[config.mk]
export PLATFORM = sky130hd
export DESIGN_NAME = fclass_pipe
export DESIGN_NICKNAME = d
export VERILOG_FILES = /design/src/rtl/fpu_pkg.sv /design/src/rtl/fclass_decode.sv /design/src/rtl/fclass_pipe.sv
export SDC_FILE = /design/constraint.sdc
export NUM_CORES = 1
export LEC_CHECK = 0
export CORE_ASPECT_RATIO = 1.4
export CORE_MARGIN = 2
export CORE_UTILIZATION = 41
export DETAILED_ROUTE_END_ITERATION = 10
export MAX_ROUTING_LAYER = met4
export PLACE_DENSITY = 0.91
export SETUP_SLACK_MARGIN = 0.3
export SYNTH_ARGS = -nofsm -noshare
export SYNTH_HDL_FRONTEND = slang
export SYNTH_SLANG_ARGS = --single-unit
[constraint.sdc]
create_clock -name clk -period 3.6 [get_ports clk]
set_input_delay 0.36 -clock clk [delete_from_list [all_inputs] [get_ports clk]]
set_output_delay 0.36 -clock clk [all_outputs]
set_load 0.01 [all_outputs]
[src/rtl/fpu_pkg.sv]
// Shared FP types for the FCLASS unit: class-mask bit positions,
// decoded operand predicates and the predicate-to-mask mapping.
package fpu_pkg;

    typedef logic [9:0] fclass_mask_t;

    localparam int FCLS_NINF  = 0;
    localparam int FCLS_NNORM = 1;
    localparam int FCLS_NSUB  = 2;
    localparam int FCLS_NZERO = 3;
    localparam int FCLS_PZERO = 4;
    localparam int FCLS_PSUB  = 5;
    localparam int FCLS_PNORM = 6;
    localparam int FCLS_PINF  = 7;
    localparam int FCLS_SNAN  = 8;
    localparam int FCLS_QNAN  = 9;

    typedef struct packed {
        logic s;
        logic e_ones;
        logic e_zero;
        logic m_zero;
        logic m_msb;
        logic box_ok;
    } fclass_pred_t;

    // Checks are ordered; the first match wins, so exactly one bit is set.
    function automatic fclass_mask_t fclass_mask(input fclass_pred_t p);
        fclass_mask_t m;
        m = '0;
        if (!p.box_ok || (p.e_ones && p.m_msb))
            m[FCLS_QNAN] = 1'b1;
        else if (p.e_ones && !p.m_zero)
            m[FCLS_SNAN] = 1'b1;
        else if (p.e_ones)
            m[p.s ? FCLS_NINF : FCLS_PINF] = 1'b1;
        else if (p.e_zero && p.m_zero)
            m[p.s ? FCLS_NZERO : FCLS_PZERO] = 1'b1;
        else if (p.e_zero)
            m[p.s ? FCLS_NSUB : FCLS_PSUB] = 1'b1;
        else
            m[p.s ? FCLS_NNORM : FCLS_PNORM] = 1'b1;
        return m;
    endfunction

endpackage

[src/rtl/fclass_decode.sv]
// Combinational field decode of one FP operand into class predicates,
// including the NaN-box check of the register bits above the format.
module fclass_decode
    import fpu_pkg::*;
#(
    parameter int EXP_W = 8,
    parameter int MAN_W = 23,
    parameter int FLEN  = 32
) (
    input  logic [FLEN-1:0] data,
    output fclass_pred_t    pred
);

    localparam int F = 1 + EXP_W + MAN_W;

    logic [EXP_W-1:0] e;
    logic [MAN_W-1:0] m;
    logic             box_ok;

    assign e = data[F-2:MAN_W];
    assign m = data[MAN_W-1:0];

    generate
        if (FLEN > F) begin : g_box
            assign box_ok = &data[FLEN-1:F];
        end else begin : g_nobox
            assign box_ok = 1'b1;
        end
    endgenerate

    assign pred.s      = data[F-1];
    assign pred.e_ones = &e;
    assign pred.e_zero = ~|e;
    assign pred.m_zero = ~|m;
    assign pred.m_msb  = m[MAN_W-1];
    assign pred.box_ok = box_ok;

endmodule

[src/rtl/fclass_pipe.sv]
// Elastic FCLASS pipeline: stage 0 holds decoded predicates, middle
// stages delay, the last stage holds the class mask and skid-free stalls.
module fclass_pipe
    import fpu_pkg::*;
#(
    parameter int EXP_W  = 8,
    parameter int MAN_W  = 23,
    parameter int FLEN   = 32,
    parameter int XLEN   = 32,
    parameter int STAGES = 2,
    parameter int TAG_W  = 5
) (
    input  logic             clk,
    input  logic             rst,
    input  logic             flush,
    input  logic             in_valid,
    output logic             in_ready,
    input  logic [FLEN-1:0]  in_data,
    input  logic [TAG_W-1:0] in_tag,
    output logic             out_valid,
    input  logic             out_ready,
    output logic [XLEN-1:0]  out_mask,
    output logic [TAG_W-1:0] out_tag
);

    logic [STAGES-1:0] v;
    logic [STAGES-1:0] ok;
    logic [TAG_W-1:0]  tq [STAGES];
    fclass_mask_t      mask_q;
    fclass_pred_t      dec;
    fclass_pred_t      last_pred;
    logic              last_vld;

    fclass_decode #(
        .EXP_W (EXP_W),
        .MAN_W (MAN_W),
        .FLEN  (FLEN)
    ) u_decode (
        .data (in_data),
        .pred (dec)
    );

    // ok[i]: stage i may load this cycle (empty somewhere at or below it).
    always_comb begin
        logic r;
        r = out_ready;
        for (int i = STAGES - 1; i >= 0; i--) begin
            r     = r | ~v[i];
            ok[i] = r;
        end
    end

    assign in_ready = ok[0];

    always_ff @(posedge clk or posedge rst) begin
        if (rst) begin
            v <= '0;
            for (int i = 0; i < STAGES; i++)
                tq[i] <= '0;
        end else begin
            if (ok[0] && in_valid)
                tq[0] <= in_tag;
            for (int i = 1; i < STAGES; i++)
                if (ok[i] && v[i-1])
                    tq[i] <= tq[i-1];
            if (flush) begin
                v <= '0;
            end else begin
                if (ok[0])
                    v[0] <= in_valid;
                for (int i = 1; i < STAGES; i++)
                    if (ok[i])
                        v[i] <= v[i-1];
            end
        end
    end

    generate
        if (STAGES == 1) begin : g_one
            assign last_pred = dec;
            assign last_vld  = in_valid;
        end else begin : g_multi
            fclass_pred_t pq [STAGES-1];

            always_ff @(posedge clk or posedge rst) begin
                if (rst) begin
                    for (int i = 0; i < STAGES - 1; i++)
                        pq[i] <= '0;
                end else begin
                    if (ok[0] && in_valid)
                        pq[0] <= dec;
                    for (int i = 1; i < STAGES - 1; i++)
                        if (ok[i] && v[i-1])
                            pq[i] <= pq[i-1];
                end
            end

            assign last_pred = pq[STAGES-2];
            assign last_vld  = v[STAGES-2];
        end
    endgenerate

    always_ff @(posedge clk or posedge rst) begin
        if (rst)
            mask_q <= '0;
        else if (ok[STAGES-1] && last_vld)
            mask_q <= fclass_mask(last_pred);
    end

    assign out_valid = v[STAGES-1];
    assign out_tag   = tq[STAGES-1];
    assign out_mask  = XLEN'(mask_q);

endmodule

==> results.txt, run 1 <==
- The run finished with clean final reports.
* Clock net sink count: 28
* Depth of the worst hold-timing path: 1
- For this run, the top clock speed supported by timing is 535 MHz.
* Clock period minus worst slack: 1.87 ns
- Buffers placed on the I/O ports in this run total 58.
* Global-route wire length before repair: 4.65 mm
- Sequential cells were found to cover 49.0% of the synthesized design area.
* Total Nets Final: 219
- Setup Buffers After CTS: 0
- CP startpoint kind: input pin
- The critical path is of the input pin to primary output type.
- Share of the core filled with cells: 59.2%
- Total power draw: 769 µW
- Final WL: 2.75 mm
- Cell area power density: 388 nW/µm²
- Effective utilization at floorplan: 42.8%
- Worst reg2reg path startpoint: v[0]
* Final Cycle Share: 51.9%
- Summed over all nets, the half-perimeter wirelength after detailed placement is 2.16 mm.
- Along the worst path, the maximum fanout reaches 4.
* Leftover overflow at the end of global routing: 0
- After clock tree synthesis, the clock-pin slew on the worst setup and hold paths is 0.09 ns.
* Insertion delay of the later-clocked pin in the worst-skew pair: 0.28 ns
* Sequential power share: 46.9%
- Counting every instance in the synthesized netlist gives 123.
* Standard-cell row count: 25
* Arrival time at the worst endpoint: 1.51 ns
- Cts-stage hold buffer count: 0
- For this run, asynchronously set or reset flops after synthesis account for 100%.
* Pin count of the biggest net entering global routing: 29
- The largest total area in the synthesized netlist belongs to dfrtp_1.
- The count of nets left with antenna violations once routing finished came out at 0.
* HP Start: g_multi.pq[0]
* Gate power share: 21.4%
- Final cell count without fillers: 216
* Area of all placed cells without fillers: 1980 µm²
- The synthesized design contains 28 register bits.
- Unrepaired setup endpoints after global routing: false
* Post-route DRC: 0
- The worst register-to-register path ends at g_multi.pq[1].
* Critical path capture point type: primary output
- Using the TritonRoute via totals, the vias-per-cell ratio works out to 4.73.
* Final setup violation count: 0
- For this run, the leading register cell type out of synthesis is dfrtp_1.
- In this run the cell area measured after placement is 1910 µm².
* Number of enable-type register cells in the synthesized netlist: 0
- Clock tree synthesis selected as its root buffer the cell clkbuf_8.
- CTS Buf Count: 3
* Clk buf depth: 2
- Violation count after the first detailed-route iteration: 39
- Routability-driven placement finished with a final weighted congestion of 0.764.
- The filler cells instantiated in the layout total 249.
- The post-route netlist has 11.4% of its cells at a drive strength greater than 1.
- H-tree depth: 1
* Routed length per instance: 12.7 µm
- In this run switching power makes up 22.3% of total power.
* Post-synthesis instance area: 1430 µm²
- The floorplan step defined a core boundary enclosing 3350 µm².
- Before antenna repair, the detailed router went through 4 iterations.
* Die outline width: 53.9 µm
* Reported leakage power: 0.000864 µW
- Maximum vdd ir drop: 0.223 mV
* GR Util All Layers: 16.5%
* Clock skew after layout: 0.00691 ns
* Pins over their slew limit: 0
- In the final layout, the multi-input gates occupy 553 µm².
* Reg2Reg Depth: 3
* Placed cell count: 212
- Classification of the worst-slack hold path: flip-flop to flip-flop
- Actual transition at the worst max-transition pin: 0.981 ns
- The hold violation total from the final report came to 0.
* Vias in the first global route: 1019
- The analysis attributes to net switching a power of 172 µW.
- Headroom to the max-slew limit came out at 34.5%.
- Die span in y: 73.9 µm
- Number of antenna violations at the first check in global routing: 0
- The repair_antennas step left the layout with diodes totalling 0.
* TritonCTS clock tree: done
- Area fraction of the dominant cell type after synthesis: 49.0%
* Fraction of power consumed by the clock network: 31.8%
- 81 I/O pins were placed.
- Number of distinct library cells after synthesis: 25
- Storage cell area: 701 µm²
- CP Data Required Time: 3.24 ns
- The routed layout has 1022 vias.
- The worst register-to-register path has a setup slack of 2.09 ns.
- Die Footprint: 3990 µm²
* Layout-stage area growth over the synthesis result: 38.5%
- Cell-internal power: 597 µW
* Largest cells by area after synthesis: dfrtp_1 (49%), buf_4 (14%), mux2_2 (6.3%)
* Mean post-synth cell area: 11.6 µm²
- For the final routed database, the setup TNS stands at 0 ns.
* Syn. warnings: 0
* Terminating pin of the worst hold path: mask_q[9]
- Max Cap Viol: 0
- Number of gates resized after CTS: 0
[synthesized netlist by cell type, types with 3 or more instances]
cell type	number
a21oi_1	3
nor4_1	7
mux2_4	5
o2bb2ai_1	6
nand2_1	6
dfrtp_1	28
mux2_2	8
inv_1	7
buf_4	27
nand4_1	6
[worst max-delay path: stages]
cell and delay, ns:
clkdlybuf4s50_1 0.47, nand3b_4 0.14, clkdlybuf4s50_1 0.54
[sequential cells by signal (all words and copies together) (netlist names)]
signal	cells
v	2
out_tag	5
tq	5
mask_q	10
g_multi.pq	6
[cell families (layout without fill, tap and decap cells)]
| family | count (synthesis) | in the layout | share of synthesized area (%) |
|---|---|---|---|
| compound gates | 16 | 16 | 8.83 |
| mux | 14 | 14 | 12.2 |
| flops | 28 | 28 | 49.0 |
| other cells | 1 | 22 | 0.262 |
| simple gates | 27 | 27 | 11.8 |
| buf+inv | 37 | 69 | 17.9 |
[final cells by class]
| type | count | area share (%) |
|---|---|---|
| sequential | 28 | 35.4 |
| tap | 40 | 2.53 |
| inverter | 7 | 1.33 |
| timing repair buffer | 58 | 29.3 |
| clock buffer | 3 | 2.08 |
| clock inverter | 1 | 1.52 |
| multi-input combinational | 79 | 27.9 |
[power groups by stage]
stage	Clock, µW	Combinational [µW]	Sequential, µW
finish	244	164	360
global route	259	180	365
CTS	244	166	361
detailed placement	0	164	367
global placement	0	162	367
floorplan	0	110	364
[per-layer routing]
layer	track usage (%)	wire length (µm)	part of all wire, %	vias to the layer above
li1	-	-	-	493
met1	18.7	1050	38	473
met2	27.0	1480	54	47
met3	2.03	127	4.6	9
met4	10.3	89	3.2	0
met5	-	0	0	-
[how the worst max path moves through the flow]
stage	from	endpoint
global route	out_ready	in_ready
global placement	out_ready	in_ready
floorplan	v[0]	g_multi.pq[1]
finish	out_ready	in_ready
CTS	out_ready	in_ready
detailed placement	out_ready	in_ready
[cells in the final DEF (no fill, tap or decap), types with 3 or more instances in the layout]
master and count:
clkdlybuf4s50_1 58, dfrtp_1 28, conb_1 22, mux2_2 8, nor4_1 7, inv_1 7
nand2_1 6, nand4_1 6, o2bb2ai_1 6, mux2_4 5, a21oi_1 3, clkbuf_8 3
[through the flow]
stage               setup slack, ns  hold slack, ns
floorplan                      2.32           0.423
global placement               1.74           0.466
detailed placement             1.72           0.469
CTS                            1.72           0.484
global route                   1.71           0.526
finish                         1.73           0.489
(Power assumes the default switching activity.)
==> run 2, diff against run 1 <==
Settings changed: CORE_UTILIZATION 41 to 34, PLACE_DENSITY 0.91 to 0.81.
Clock period 3.6 ns to 1.5 ns, I/O delays scaled along.
==> run 2 against run 1 <==
Against the previous run: the run now ends with DRC left; cell count is 6.9% higher; sequential power is 140% higher; core utilization is 6.9 points lower; total power is 120% higher; critical endpoint is now mask_q[4]; largest power group unchanged; largest cell class unchanged; highest routed layer unchanged.
==> results.txt, run 2 (synthesized netlist as in run 1, its figures left out) <==
- Status: complete, but fails checks
- Violated checks: DRC
- After the last flow step, the layout net total stands at 231.
- Largest registers: mask_q (10), g_multi.pq (6)
- The worst path uses 82.8% of the clock period.
* Clock skew after layout: 0.00287 ns
- Global-route wire length before repair: 4.63 mm
- Final Wtd Congestion: 0.738
- Entering global routing, the biggest net connects 29 pins.
- Number of hold violations in the final report: 0
* Leftover overflow at the end of global routing: 0
- Most common cell after layout, fill and taps aside: clkdlybuf4s50_1
- Max Cap Viol: 0
* CTS Buf Count: 3
- F_max: 806 MHz
* Via/cell ratio: 4.64
- Vias in the first global route: 1088
- Violation count after the first detailed-route iteration: 26
- CTS built an H-tree with a depth of 1.
- STA classifies the critical path endpoint as a flip-flop.
- First drt pass iteration count: 7
* Final setup violation count: 0
- Of the cells placed in the final design, the portion with a size suffix greater than 1 is 20.7%.
- Post-route DRC: 6
- Maximum vdd ir drop: 0.331 mV
- Commonest non-fill, non-tap cells in the layout: clkdlybuf4s50_1 (41), dfrtp_1 (27), conb_1 (22)
* Floorplan Core Area: 3990 µm²
- Worst reg2reg path startpoint: v[1]
* Register with the most flip-flops: mask_q
- CP Data Required Time: 1.70 ns
* Clock period minus worst slack: 1.24 ns
- Placed cell count: 219
- The initial antenna violation count was 0.
- Routed length per instance: 12.5 µm
- Layout-stage area growth over the synthesis result: 45.7%
- The repair_antennas step left the layout with diodes totalling 0.
- Maximum fanout count along the critical path: 5
- Effective utilization at floorplan: 35.9%
- For this design, the sink count on the clock tree is 28.
- Cell area power density: 796 nW/µm²
- GR Util All Layers: 12.9%
- STA classifies the critical path startpoint as a flip-flop.
- TritonCTS clock tree: done
- Post-CTS clock slew at the launch and capture registers of the worst setup and hold paths: 0.09 ns
- Pin placement for this block handled 81 I/O pins.
- Max FFs per register: 10
* Die Footprint: 4750 µm²
- Detailed routing inserted a total of 1072 vias.
- The finished layout holds 231 standard cells, fillers aside.
- At the worst endpoint, the arrival time is 1.44 ns.
- The root buffer cell chosen for the clock tree is clkbuf_8.
- Classification of the worst-slack hold path: input pin to async pin
- The floorplan has 27 rows.
* Die outline width: 58.8 µm
* Routed Antenna Nets: 0
- Summed over all nets, the half-perimeter wirelength after detailed placement is 2.28 mm.
- The analysis attributes to cell leakage a power of 0.000978 µW.
- Clock latency on the worst-skew pair, taken at its later pin, is 0.27 ns.
* Type of the setup path with the least slack: flip-flop to flip-flop
- Summed over all layers, the routed wires come to 2.88 mm.
- Clk buf depth: 2
* Pins over their slew limit: 0
- Measured along the y axis, the die boundary spans 80.8 µm.
- The endpoint identified for the worst register-to-register timing path is mask_q[4].
* Reg2Reg Setup Slack: 0.26 ns
- Setup total negative slack on the finished layout was measured at 0 ns.
* Reg2Reg Depth: 5
- Setup repair after global routing could not meet its margin everywhere.
- Number of buffers added on ports: 58
==> run 2: how the worst max path moves through the flow <==
stage,start,to,slack (ns),cells past startpoint
2_1_floorplan,v[1],out_tag[0],0.27,4
6_report,v[1],mask_q[4],0.26,5
3_3_place_gp,out_ready,in_ready,0.04,3
5_1_grt,v[1],mask_q[4],0.20,5
3_5_place_dp,out_ready,in_ready,0.007,3
4_1_cts,v[1],in_ready,0.22,2
==> run 2: cell type report <==
type / instances / area [µm²]
well taps: 43 / 53.8
clock buffers: 4 / 45.0
fillers: 366 / 1900
repair buffers: 69 / 646
flip-flops and latches: 28 / 702
inverters: 7 / 26.3
multi-input cells: 80 / 613
==> run 2: timing repair <==
action / 4_1_cts / 5_1_grt
endpoints found under the hold margin: 0 / 0
setup endpoints to repair: 32 / 20
buffers inserted: 2 / 5
hold buffers: 0 / 0
gates resized for setup: 20 / 9
cloned: 1 / 0
pin swaps: 2 / 2
==> run 2: critical path, cell delays in order (launching register included) <==
cell and delay [ns]:
dfrtp_2 0.45, nand2b_4 0.11, buf_6 0.12, nand4_1 0.17, buf_4 0.21, o2bb2ai_2 0.12
==> run 2: layer usage <==
layer / track usage (%) / wire (µm) / up-vias
met2: 24.8 / 1660 / 48
met4: 5.00 / 43 / 0
met3: 0.955 / 148 / 4
met5: - / 0 / -
met1: 13.2 / 1030 / 503
li1: - / - / 517
==> run 2: metrics by stage <==
step | power [µW] | utilization, % | area, µm² | setup WS, ns | hold slack, ns
floorplan | 1140 | - | 1520 | 0.267 | 0.209
finish | 1660 | 52.3 | 2090 | 0.259 | 0.236
global route | 1750 | 52.3 | 2090 | 0.202 | 0.298
CTS | 1660 | 50.6 | 2020 | 0.220 | 0.250
detailed placement | 1290 | 49.0 | 1950 | 0.00699 | 0.472
global placement | 1280 | 49.0 | 1950 | 0.0412 | 0.472
==> run 2: where the power goes <==
| group | total [µW] | switching (µW) | internal, µW | leakage, µW |
|---|---|---|---|---|
| Sequential | 866 | 44.0 | 822 | 0.000351 |
| Clock | 403 | 213 | 190 | 0.0000228 |
| Combinational | 391 | 150 | 241 | 0.000604 |
| Total | 1660 | 407 | 1250 | 0.000978 |
